`config.mk`:
```
export PLATFORM = sky130hd
export DESIGN_NAME = character_motion_flat
export DESIGN_NICKNAME = d
export VERILOG_FILES = /design/src/rtl/character_motion_if.sv /design/src/rtl/character_motion.sv /design/src/flat_wrapper.sv
export SDC_FILE = /design/constraint.sdc
export NUM_CORES = 1
export LEC_CHECK = 0
export CORE_ASPECT_RATIO = 0.9
export CORE_MARGIN = 3
export CORE_UTILIZATION = 50
export DETAILED_ROUTE_END_ITERATION = 10
export DONT_BUFFER_PORTS = 1
export GPL_TIMING_DRIVEN = 1
export PLACE_DENSITY_LB_ADDON = 0.12
export REMOVE_ABC_BUFFERS = 1
export SLEW_MARGIN = 20
export SYNTH_ARGS = -nofsm -noshare
export SYNTH_HDL_FRONTEND = slang
export SYNTH_SLANG_ARGS = --single-unit
```
`constraint.sdc`:
```
create_clock -name clock -period 3.2 [get_ports clock]
set_clock_uncertainty 0.15 [all_clocks]
set_input_delay 0.64 -clock clock [delete_from_list [all_inputs] [get_ports clock]]
set_output_delay 0.64 -clock clock [all_outputs]
set_load 0.05 [all_outputs]
```
`src/rtl/character_motion_if.sv`:
```
// Control inputs and position/state outputs of the character motion block.
// master drives requests and collision flags; slave (the motion block) drives position and state.
interface character_motion_if #(
  parameter int unsigned POS_W  = 8,
  parameter int unsigned JUMP_W = 6
);
  logic              enable;
  logic              jump;
  logic              move_left;
  logic              move_right;
  logic              left_blocked;
  logic              right_blocked;
  logic              up_blocked;
  logic              down_blocked;
  logic [POS_W-1:0]  x_position;
  logic [POS_W-1:0]  y_position;
  logic [1:0]        state;
  logic [JUMP_W-1:0] jump_factor;
  logic              airborne;

  modport master (
    output enable, jump, move_left, move_right,
    output left_blocked, right_blocked, up_blocked, down_blocked,
    input  x_position, y_position, state, jump_factor, airborne
  );

  modport slave (
    input  enable, jump, move_left, move_right,
    input  left_blocked, right_blocked, up_blocked, down_blocked,
    output x_position, y_position, state, jump_factor, airborne
  );
endinterface

```
`src/rtl/character_motion.sv`:
```
// Platformer character motion: jump/fall FSM plus clamped horizontal walk, advanced on enable ticks.
// Outputs are registered and update on the clock edge of the tick; inputs are sampled every tick, no backpressure.
module character_motion #(
  parameter int unsigned POS_W      = 8,
  parameter int unsigned JUMP_W     = 6,
  parameter int unsigned JUMP_INIT  = 6,
  parameter int unsigned FALL_SPEED = 2,
  parameter int unsigned WALK_SPEED = 1,
  parameter int unsigned X_MIN      = 0,
  parameter int unsigned X_MAX      = 152,
  parameter int unsigned Y_MAX      = 112,
  parameter int unsigned X_START    = 72,
  parameter int unsigned Y_START    = 100
) (
  input logic              clock,
  input logic              resetn,
  character_motion_if.slave motion
);

  localparam int unsigned W = POS_W + 1;
  localparam logic [W-1:0]      X_MIN_W = W'(X_MIN);
  localparam logic [W-1:0]      X_MAX_W = W'(X_MAX);
  localparam logic [W-1:0]      Y_MAX_W = W'(Y_MAX);
  localparam logic [JUMP_W-1:0] JF_INIT = JUMP_W'(JUMP_INIT);
  localparam logic [JUMP_W-1:0] JF_ONE  = JUMP_W'(1);

  typedef enum logic [1:0] {GROUNDED = 2'd0, RISING = 2'd1, FALLING = 2'd2, LANDED = 2'd3} state_t;

  state_t            state_q, state_d;
  logic [POS_W-1:0]  x_q, x_d, y_q, y_d;
  logic [JUMP_W-1:0] jf_q, jf_d;
  logic              pend_q, pend_d;
  logic              jump_req;
  logic [W-1:0]      x_inc, x_dec, y_up, y_dn;

  always_comb begin
    jump_req = motion.jump | pend_q;
    // All position arithmetic is one bit wider so overflow/underflow is visible before clamping.
    x_inc    = {1'b0, x_q} + W'(WALK_SPEED);
    x_dec    = {1'b0, x_q} - W'(WALK_SPEED);
    y_up     = {1'b0, y_q} - W'(jf_q);
    y_dn     = {1'b0, y_q} + W'(FALL_SPEED);
    pend_d   = motion.enable ? 1'b0 : (pend_q | motion.jump);
    state_d  = state_q;
    x_d      = x_q;
    y_d      = y_q;
    jf_d     = jf_q;

    if (motion.enable) begin
      if (motion.move_right && !motion.move_left && !motion.right_blocked) begin
        x_d = (x_inc > X_MAX_W) ? X_MAX_W[POS_W-1:0] : x_inc[POS_W-1:0];
      end else if (motion.move_left && !motion.move_right && !motion.left_blocked) begin
        x_d = (x_dec[W-1] || x_dec < X_MIN_W) ? X_MIN_W[POS_W-1:0] : x_dec[POS_W-1:0];
      end

      case (state_q)
        GROUNDED: begin
          jf_d = '0;
          if (jump_req && motion.down_blocked) begin
            state_d = RISING;
            jf_d    = JF_INIT;
          end else if (!motion.down_blocked) begin
            state_d = FALLING;
          end
        end
        RISING: begin
          if (motion.up_blocked) begin
            jf_d    = '0;
            state_d = FALLING;
          end else begin
            y_d  = y_up[W-1] ? '0 : y_up[POS_W-1:0];
            jf_d = (jf_q != '0) ? jf_q - JF_ONE : '0;
            if (jf_q <= JF_ONE) state_d = FALLING;
          end
        end
        FALLING: begin
          if (!motion.down_blocked) y_d = (y_dn > Y_MAX_W) ? Y_MAX_W[POS_W-1:0] : y_dn[POS_W-1:0];
          else                      state_d = LANDED;
        end
        LANDED: state_d = GROUNDED;
      endcase
    end
  end

  always_ff @(posedge clock or negedge resetn) begin
    if (!resetn) begin
      state_q <= GROUNDED;
      x_q     <= POS_W'(X_START);
      y_q     <= POS_W'(Y_START);
      jf_q    <= '0;
      pend_q  <= 1'b0;
    end else begin
      state_q <= state_d;
      x_q     <= x_d;
      y_q     <= y_d;
      jf_q    <= jf_d;
      pend_q  <= pend_d;
    end
  end

  assign motion.x_position  = x_q;
  assign motion.y_position  = y_q;
  assign motion.state       = state_q;
  assign motion.jump_factor = jf_q;
  assign motion.airborne    = (state_q == RISING) || (state_q == FALLING);

endmodule

```
`src/flat_wrapper.sv`:
```
// flat-port wrapper written by rule: the top's interface ports become plain ports
module character_motion_flat 
#(
  parameter int unsigned POS_W      = 8,
  parameter int unsigned JUMP_W     = 6,
  parameter int unsigned JUMP_INIT  = 6,
  parameter int unsigned FALL_SPEED = 2,
  parameter int unsigned WALK_SPEED = 1,
  parameter int unsigned X_MIN      = 0,
  parameter int unsigned X_MAX      = 152,
  parameter int unsigned Y_MAX      = 112,
  parameter int unsigned X_START    = 72,
  parameter int unsigned Y_START    = 100
)
  (clock, resetn, motion_enable, motion_jump, motion_move_left, motion_move_right, motion_left_blocked, motion_right_blocked, motion_up_blocked, motion_down_blocked, motion_x_position, motion_y_position, motion_state, motion_jump_factor, motion_airborne);
  character_motion_if #(.POS_W(POS_W), .JUMP_W(JUMP_W)) motion_i ();
  input logic clock;
  input logic resetn;
  input wire logic [$bits(motion_i.enable)-1:0] motion_enable;
  input wire logic [$bits(motion_i.jump)-1:0] motion_jump;
  input wire logic [$bits(motion_i.move_left)-1:0] motion_move_left;
  input wire logic [$bits(motion_i.move_right)-1:0] motion_move_right;
  input wire logic [$bits(motion_i.left_blocked)-1:0] motion_left_blocked;
  input wire logic [$bits(motion_i.right_blocked)-1:0] motion_right_blocked;
  input wire logic [$bits(motion_i.up_blocked)-1:0] motion_up_blocked;
  input wire logic [$bits(motion_i.down_blocked)-1:0] motion_down_blocked;
  output wire logic [$bits(motion_i.x_position)-1:0] motion_x_position;
  output wire logic [$bits(motion_i.y_position)-1:0] motion_y_position;
  output wire logic [$bits(motion_i.state)-1:0] motion_state;
  output wire logic [$bits(motion_i.jump_factor)-1:0] motion_jump_factor;
  output wire logic [$bits(motion_i.airborne)-1:0] motion_airborne;
  assign motion_i.enable = motion_enable;
  assign motion_i.jump = motion_jump;
  assign motion_i.move_left = motion_move_left;
  assign motion_i.move_right = motion_move_right;
  assign motion_i.left_blocked = motion_left_blocked;
  assign motion_i.right_blocked = motion_right_blocked;
  assign motion_i.up_blocked = motion_up_blocked;
  assign motion_i.down_blocked = motion_down_blocked;
  assign motion_x_position = motion_i.x_position;
  assign motion_y_position = motion_i.y_position;
  assign motion_state = motion_i.state;
  assign motion_jump_factor = motion_i.jump_factor;
  assign motion_airborne = motion_i.airborne;
  character_motion #(.POS_W(POS_W), .JUMP_W(JUMP_W), .JUMP_INIT(JUMP_INIT), .FALL_SPEED(FALL_SPEED), .WALK_SPEED(WALK_SPEED), .X_MIN(X_MIN), .X_MAX(X_MAX), .Y_MAX(Y_MAX), .X_START(X_START), .Y_START(Y_START)) u_core (.clock(clock), .resetn(resetn), .motion(motion_i));
endmodule
```
==> flow_summary.toml <==
[sta]
finalHoldViolCount = 0
tightest_slew_ns = 0.9785
drv_slew = 0
rsz0062_at_grt = "no"
finalCriticalPeriod_ns = 2.953
setup_viol = 0
post-route-period-util_pct = 92.28
fmax_ghz = 0.3386
hold_slack_ns = 0.05102
setup_tns_ns = 0
slew_headroom_pct = 34.55

[worst_setup_path]
crit_arrival_ns = 3.00
crit_fanout = 11
end_kind = "flop"
slowest_stage = "dfrtp_1"
cp_num_buf_inv = 1
worstPathRequired_ns = 3.24
cp_top_family = "simple AND/OR/NAND/NOR gates"
slowest_delay_ns = 0.67
crit_type = "flop to flop"
cp-start-kind = "flop"
crit_path_cell_trace = "inv_1, ha_1, nand2_1, o2111ai_1, nor4_1, nand3b_1, o211ai_1"

[clock_network]
cts.sinks = 25
ctsResizeCount = 0
htree_levels = 1
clk_latency_ns = 0.27
cts_buffers = 3
cts.path.max_buffers = 2
cts_tree = "built"
cts.clk_slew.worst_paths_ns = 0.09
ctsRootBufferMaster = "clkbuf_8"

[final_layout]
n_antenna_cell = 0
layout.cell_area.non_filler_um2 = 2515
final_layout_size_suffix_gt1_share_pct = 12.38
n_fill_cell = 399
fin_nets = 335
syn2layout_area_growth_pct = 8.123
final_cells = 367

[global_routing]
grt_pass1_wl_um = 10310
gr-total-overflow = 0
gr-usage-all-layers_pct = 22.67
grt_max_degree = 21
antenna_found_initial = 0
grt_pass1_vias = 2081

[floorplanning]
core_area_um2 = 4267
start_util_pct = 54.52
num_io_pins = 35
die_y_um = 70.71
die_x_um = 77.90
rows = 22
die_area_um2 = 5508

[logic_synthesis]
synth_seq_cells = 25
syn_inst = 298
ys.flop_type = "dfrtp_1"
ys_seq_area_share_pct = 27.17
synth-edff-count = 0
ys_async_sr_fraction_pct = 100.0
synth_area_leaders = "dfrtp_1, ha_1, dfstp_2"
yosysTopAreaCellShare_pct = 21.52
yosysTopAreaCell = "dfrtp_1"
ys.warnings.count = 0
syn_area_um2 = 2326
synth.avg_cell_area_um2 = 7.805
synth_cell_types = 61

[worst_hold_path]
holdCritPathClass = "primary input to async pin"

[route]
wirelength_um = 6058
highest-signal-layer = "met4"
wl_per_cell_um = 16.51
vias = 2283
dr_wl_met2_um = 2650
first_iter_violations = 251
detail_route.vias_per_cell = 6.221
met1Wirelength_um = 2834
drc = 0
antenna_left = 0
dr.pass1.iters = 4
wl_met3_um = 498

[place]
placedCellCount = 362
numPortBuffers = 0
place_congestion = 0.8820
hpwlAfterDp_um = 4509
place_area_um2 = 2459

[pwr]
leakagePower_nw = 0.9792
ir_drop_mv = 0.6525
p_per_area_nw_per_um2 = 1161

[flow_run]
cap_violations = 0

[status]
outcome = "completed"
## state kept, by name, summed over array words and instances (netlist names)
name and count:
u_core.motion.jump_factor 6, u_core.motion.state 2, u_core.motion.x_position 8, u_core.motion.y_position 8
u_core.pend_q 1
## cells by family after synthesis
kind of cell	share of synthesized area, %
AOI/OAI and AO/OA	26.36
xor gates and xnor gates	1.130
adders and majority gates	9.467
buffers and inverters	6.401
DFF	27.17
muxes	0.8607
and+or+nand+nor	28.62
## stage by stage
step	util (%)	setup slack (ns)	power, W
2_1_floorplan	-	0.5239	0.002240
3_3_place_gp	57.62	0.3668	0.002688
3_5_place_dp	57.62	0.3560	0.002706
4_1_cts	58.94	0.3106	0.002912
5_1_grt	58.94	0.05577	0.003187
6_report	58.94	0.2471	0.002920
## cells in the final DEF (no fill, tap or decap), types with 6 or more instances in the layout
cell	count
a21oi_1	25
a31oi_1	6
buf_4	17
dfrtp_1	20
ha_1	16
inv_1	21
nand2_1	26
nand3_1	9
nor2_1	27
nor3_1	10
o211ai_1	7
o21ai_0	22
o21ai_1	7
## worst register-to-register path, delay by kind of cell (launching register included)
family	cells	cell delay (ns)
fa+ha+maj	1	0.37
buf+inv	1	0.19
flops	1	0.67
compound gates	2	0.54
simple gates	3	0.97
## per-layer routing
layer	vias to the layer above	global-route usage [%]
li1	1116	-
met1	1066	33.10
met2	95	33.56
met3	6	5.980
met4	0	5.049
met5	-	0
## final cells by class
| class | instances | area [um^2] | area share [%] |
|---|---|---|---|
| inverter | 21 | 78.83 | 3.134 |
| clock buffer | 3 | 41.29 | 1.642 |
| tap | 60 | 75.07 | 2.985 |
| sequential | 25 | 631.9 | 25.12 |
| clock inverter | 1 | 5.005 | 0.1990 |
| timing repair buffer | 18 | 137.6 | 5.473 |
| multi-input combinational | 239 | 1545 | 61.44 |
## cells in the mapped netlist, types with 2 or more instances
library cell and n:
xnor2_1 2, nor3_1 10, and3_1 3, a21o_1 3, or4b_1 2, or3_1 5
buf_6 2, a221oi_1 2, nand2_1 26, mux2i_1 2, or2_2 3, a31oi_1 6
ha_1 16, nand3_1 9, dfrtp_1 20, inv_1 21, clkbuf_1 5, o21ai_0 22
o22ai_1 4, nor4_1 4, o21a_1 2, nand4b_1 4, nor3b_1 5, nand4_1 5
a21oi_1 25, nand2b_1 4, nor2_1 27, nand3b_1 3, buf_2 5, o211ai_1 7
o21ai_1 7, dfstp_2 5, o2111ai_1 2, nor2b_1 2, a211oi_1 2
## power breakdown
part	internal, W	total, W	switching, W
combinational	0.000660	0.00192	0.00126
clock	0.0000872	0.000189	0.000102
sequential	0.000462	0.000816	0.000354
## path summary, 6_finish.rpt
| path | slack [ns] | depth (start not counted) | startpoint | end |
|---|---|---|---|---|
| max | 0.25 | 7 | u_core.motion.state[0] | u_core.motion.y_position[3] |
| min | 0.05 | 0 | resetn | u_core.motion.x_position[6] |
| max reg2reg | 0.25 | 7 | u_core.motion.state[0] | u_core.motion.y_position[3] |
| min reg2reg | 0.39 | 2 | u_core.motion.x_position[3] | u_core.motion.x_position[3] |
| max in group asynchronous | 1.49 | 1 | resetn | u_core.motion.x_position[0] |
| min in group clock | 0.28 | 1 | motion_enable | u_core.pend_q |
## repair_timing
| action | 4_1_cts | 5_1_grt |
|---|---|---|
| endpoints found under the setup margin | 0 | 0 |
| endpoints found under the hold margin | 20 | 0 |
| hold buffers | 1 | 0 |
| setup buffers | 0 | 0 |
Note: power is estimated with default switching activity, not from simulation.
